## src/rtl/fsmc_fifo_regs.sv

```systemverilog
// Register-mapped FIFO behind the FSMC bus slave: DATA push/pop, STATUS flags,
// LEVEL readback and CTRL flush, with a sticky overflow/underflow error bit.
module fsmc_fifo_regs #(
    parameter int ADRW       = 2,
    parameter int DATW       = 3,
    parameter int DEPTH_LOG2 = 2
) (
    input  logic                  clk,
    input  logic                  rst,
    input  logic                  do_write,
    input  logic                  do_read,
    input  logic [ADRW-1:0]       rw_adr,
    input  logic [DATW-1:0]       w_data,
    output logic [DATW-1:0]       read_data,
    output logic [DEPTH_LOG2:0]   level
);

    localparam int DEPTH = 1 << DEPTH_LOG2;
    localparam int LW    = DEPTH_LOG2 + 1;
    localparam int SW    = (DATW > 3) ? DATW : 3;
    localparam int XW    = (DATW > LW) ? DATW : LW;

    localparam logic [1:0] A_DATA   = 2'd0;
    localparam logic [1:0] A_STATUS = 2'd1;
    localparam logic [1:0] A_LEVEL  = 2'd2;
    localparam logic [1:0] A_CTRL   = 2'd3;

    logic [DATW-1:0]       mem_q [DEPTH];
    logic [DEPTH_LOG2-1:0] wr_ptr_q, wr_ptr_d;
    logic [DEPTH_LOG2-1:0] rd_ptr_q, rd_ptr_d;
    logic [LW-1:0]         count_q, count_d;
    logic                  err_q, err_d;

    logic [1:0] reg_sel;
    logic       empty, full;
    logic       push, pop, flush, err_clr;
    logic       push_ok, pop_ok, overflow, underflow;
    logic       unused_adr;

    assign reg_sel    = rw_adr[1:0];
    assign unused_adr = ^rw_adr;

    assign empty = (count_q == '0);
    assign full  = (count_q == LW'(DEPTH));

    assign push    = do_write && (reg_sel == A_DATA);
    assign err_clr = do_write && (reg_sel == A_STATUS);
    assign flush   = do_write && (reg_sel == A_CTRL);
    assign pop     = do_read  && (reg_sel == A_DATA);

    // A concurrent pop frees the slot, so a push into a full FIFO still lands.
    assign pop_ok    = pop && !empty && !flush;
    assign push_ok   = push && (!full || pop_ok);
    assign overflow  = push && !push_ok;
    assign underflow = pop && empty && !flush;

    always_comb begin
        wr_ptr_d = wr_ptr_q;
        rd_ptr_d = rd_ptr_q;
        count_d  = count_q;
        err_d    = err_q;
        if (flush) begin
            wr_ptr_d = '0;
            rd_ptr_d = '0;
            count_d  = '0;
        end else begin
            if (push_ok) begin
                wr_ptr_d = wr_ptr_q + DEPTH_LOG2'(1);
            end
            if (pop_ok) begin
                rd_ptr_d = rd_ptr_q + DEPTH_LOG2'(1);
            end
            count_d = count_q + LW'(push_ok) - LW'(pop_ok);
        end
        if (err_clr) begin
            err_d = 1'b0;
        end
        if (overflow || underflow) begin
            err_d = 1'b1;
        end
    end

    always_ff @(posedge clk) begin
        if (rst) begin
            wr_ptr_q <= '0;
            rd_ptr_q <= '0;
            count_q  <= '0;
            err_q    <= 1'b0;
        end else begin
            wr_ptr_q <= wr_ptr_d;
            rd_ptr_q <= rd_ptr_d;
            count_q  <= count_d;
            err_q    <= err_d;
        end
    end

    // Storage is deliberately left out of reset.
    always_ff @(posedge clk) begin
        if (!rst && push_ok) begin
            mem_q[wr_ptr_q] <= w_data;
        end
    end

    logic [SW-1:0] status_ext;
    logic [XW-1:0] level_ext;

    assign status_ext = SW'({err_q, full, empty});
    assign level_ext  = XW'(count_q);
    assign level      = count_q;

    always_comb begin
        read_data = '0;
        case (reg_sel)
            A_DATA:   read_data = empty ? '0 : mem_q[rd_ptr_q];
            A_STATUS: read_data = status_ext[DATW-1:0];
            A_LEVEL:  read_data = level_ext[DATW-1:0];
            default:  read_data = '0;
        endcase
    end

endmodule
```

## config.mk

```make
export PLATFORM = sky130hd
export DESIGN_NAME = fsmc_fifo_regs
export DESIGN_NICKNAME = d
export VERILOG_FILES = /design/src/rtl/fsmc_fifo_regs.sv
export SDC_FILE = /design/constraint.sdc
export NUM_CORES = 1
export LEC_CHECK = 0
export BUFFER_PORTS_ARGS = -buffer_cell sky130_fd_sc_hd__buf_2
export CAP_MARGIN = 20
export CORE_MARGIN = 2
export CORE_UTILIZATION = 45
export CTS_CLUSTER_SIZE = 14
export DETAILED_ROUTE_END_ITERATION = 6
export PLACE_DENSITY = 0.67
export SYNTH_ARGS = -nofsm -noshare
export SYNTH_HDL_FRONTEND = slang
export SYNTH_SLANG_ARGS = --single-unit
```

## constraint.sdc

```tcl
create_clock -name clk -period 2.1 [get_ports clk]
set_input_delay 0.21 -clock clk [delete_from_list [all_inputs] [get_ports clk]]
set_output_delay 0.21 -clock clk [all_outputs]
set_load 0.02 [all_outputs]
```

==> results.md <==
- Fraction of layout cells with a size suffix above 1: 0.3782
- DR vias: 794
- Clk root buf: clkbuf_4
- Seq/Total Area, Yosys: 0.5185
- Status: finished, violations left
- Core area: 2233 sq um
- Grt ovf: 0
- HPWL after DPL: 1602 microns
- Distinct cells, synth: 30
- Diode count: 0
- Layout area overhead: 23.84%
- I/O pin cnt: 15
- FILL cells: 204
- Net count, final: 135
- MaxCap Viol Count: 0
- Initial antenna violation count: 0
- Storage element area: 569.3 sq um
- WHS: 0.1084 ns
- Crit-path max FO: 2
- Number of global-route vias before repair: 786
- Failing checks: setup timing
- Largest cells by area after synthesis: edfxtp_1 (33%), dfxtp_1 (19%), mux4_2 (6.2%)
- Mean post-synth cell area: 11.62 sq um
- Syn nets: 108
- Clk slew on worst S/H paths: 0.12 ns
- Final setup margin: -0.03729 ns
- Die Y: 53.02 microns
- Clock skew: 0.001507 ns
- H-tree depth: 1
- Multi-input gate area: 510.5 sq um
- Yosys synthesis warning count: 0
- Final GP Congestion: 0.8712
- CP Data Arrival Time: 2.37 ns
- Rows: 17
- Gr usage total: 0.1813
- Worst Hold Class: input pin to register
- Chip Width: 53.02 microns
- Hold buffers post-CTS: 0
- Crit Path Category: register to register
- CP top delay family: simple AND/OR/NAND/NOR gates
- R2R cell count: 9
- Crit-path max cell delay: 0.38 ns
- Commonest cells after routing, fill and taps aside: buf_2 (14), edfxtp_1 (12), buf_4 (9)
- IO buf count: 14
- DR iter-0 viols: 14
- Worst slew margin: 0.7764
- Final period utilization: 1.018
- Num CTS Buffers: 3
- CP bufs+invs: 1
- Routed Wire Length: 2089 microns
- PD cells: 659.1 nW/um^2
- Slowest CP cell: or3_4
- Yosys reg bits: 22
- Crit-path cells: or3_4 > a311o_1 > o21ai_1 > ha_2 > inv_2 > fa_2 > xor2_2 > and2_4 > nor3_2
- Final setup viols: 1
- First-pass GRT wire length: 3643 microns
- Starting density of the core: 0.4840
- Proportion of netlist area held by the largest area contributor: 0.3333
- Most common cell after layout, fill and taps aside: buf_2
- Clk buf depth: 2
- Critical Path Stages: 9
- Post-CTS Setup Inserts: 0
- Final Hold Vio Count: 0
- Largest net degree at the start of global routing: 14
- Die Area: 2811 sq um
- Cells after synthesis: 93
- DR pass1 iterations: 4
- CTS tree: done
- CP required: 2.34 ns
- Synth Cell Area: 1081 sq um
- Final Critical Period: 2.137 ns
- Vias/cell: 5.401
- Total chip power: 0.8824 mW
- Hold Path Depth: 2
- Leak: 0.5096 nW
- Final Max Slew Viols: 0
- DR WL/cell: 14.21 microns
- Element type at the critical path end: register
- RSZ-0062 raised after global routing: yes
- Clock Latency Late Sink: 0.30 ns
- Area leader, netlist: edfxtp_1
- Worst-margin pin slew: 0.3329 ns
- Fmax: 467.9 MHz
- Pre-CTS setup slack: -0.02080 ns
- Max VDD drop: 0.5005 mV
- Post-DRT Antenna Nets: 0
- DRC viols: 0
- Clock sinks: 22
- Setup crit start kind: register
## worst paths after layout
path / end / start / slack (ns)
max: level[2] / level[2] / -0.04
min: err_q / rst / 0.11
max reg2reg: level[2] / level[2] / -0.04
min reg2reg: err_q / err_q / 0.48
## synthesized netlist by cell type
library cell,count
or3_1,3
edfxtp_1,12
nand2_1,1
nand3b_1,2
o21ai_0,6
nand3_1,5
fa_1,1
or3b_4,2
dfxtp_1,10
buf_4,1
nor2b_1,1
nor4b_1,1
buf_6,1
o311ai_0,1
and3b_1,1
or4_1,1
nor3_1,4
o31ai_1,1
mux4_2,3
o211ai_1,2
a311o_1,1
or3b_1,1
a21oi_1,6
or2b_1,1
ha_1,5
inv_1,6
xor2_1,1
a31o_2,1
and2_1,5
nor2_1,7
## area by class of cell
type	count	area share
Clock buffer	3	0.01682
Clock inverter	1	0.02243
Inverter	6	0.01682
Multi-Input combinational cell	63	0.3813
Sequential cell	22	0.4252
Tap cell	28	0.02617
Timing Repair Buffer	24	0.1112
## metrics by stage
step	area [sq um]	util	instances	TNS, ns
2_1_floorplan	1100	-	93	-0.01117
3_3_place_gp	1261	0.5647	143	0
3_5_place_dp	1261	0.5647	143	-0.02080
4_1_cts	1320	0.5910	147	-0.05442
5_1_grt	1339	0.5994	147	-0.1330
6_report	1339	0.5994	147	-0.03729
## logic make-up after synthesis
logic type | count (synthesis) | synth area share
flip-flops | 22 | 0.5185
AND/OR/NAND/NOR | 35 | 0.1945
adder cells (fa/ha/maj) | 6 | 0.07639
multiplexers | 3 | 0.06250
AO/OA/AOI/OAI | 18 | 0.1019
buffers and inverters | 8 | 0.03819
XOR/XNOR | 1 | 0.008103
## power breakdown
part / switching, mW / leakage, nW / total [mW] / internal, mW
Combinational: 0.0565 / 0.291 / 0.103 / 0.0465
Sequential: 0.00402 / 0.191 / 0.462 / 0.458
Clock: 0.125 / 0.0279 / 0.317 / 0.193
## per-layer routing
| metal | track usage | share of wire |
|---|---|---|
| met1 | 0.2569 | 0.49 |
| met2 | 0.2875 | 0.47 |
| met3 | 0.02542 | 0.032 |
| met4 | 0.05556 | 0.0081 |
| met5 | 0 | 0 |
## repair_timing
item	CTS	global route
gates resized for setup	2	4
endpoints found under the setup margin	2	1
pin swaps	1	0
## flip-flops by register name, summed over array words and instances, names as in the netlist, named ones only
signal    cells
err_q         1
level         3
mem_q        12
rd_ptr_q      2
wr_ptr_q      2
Power figures use the tool's default switching activity.
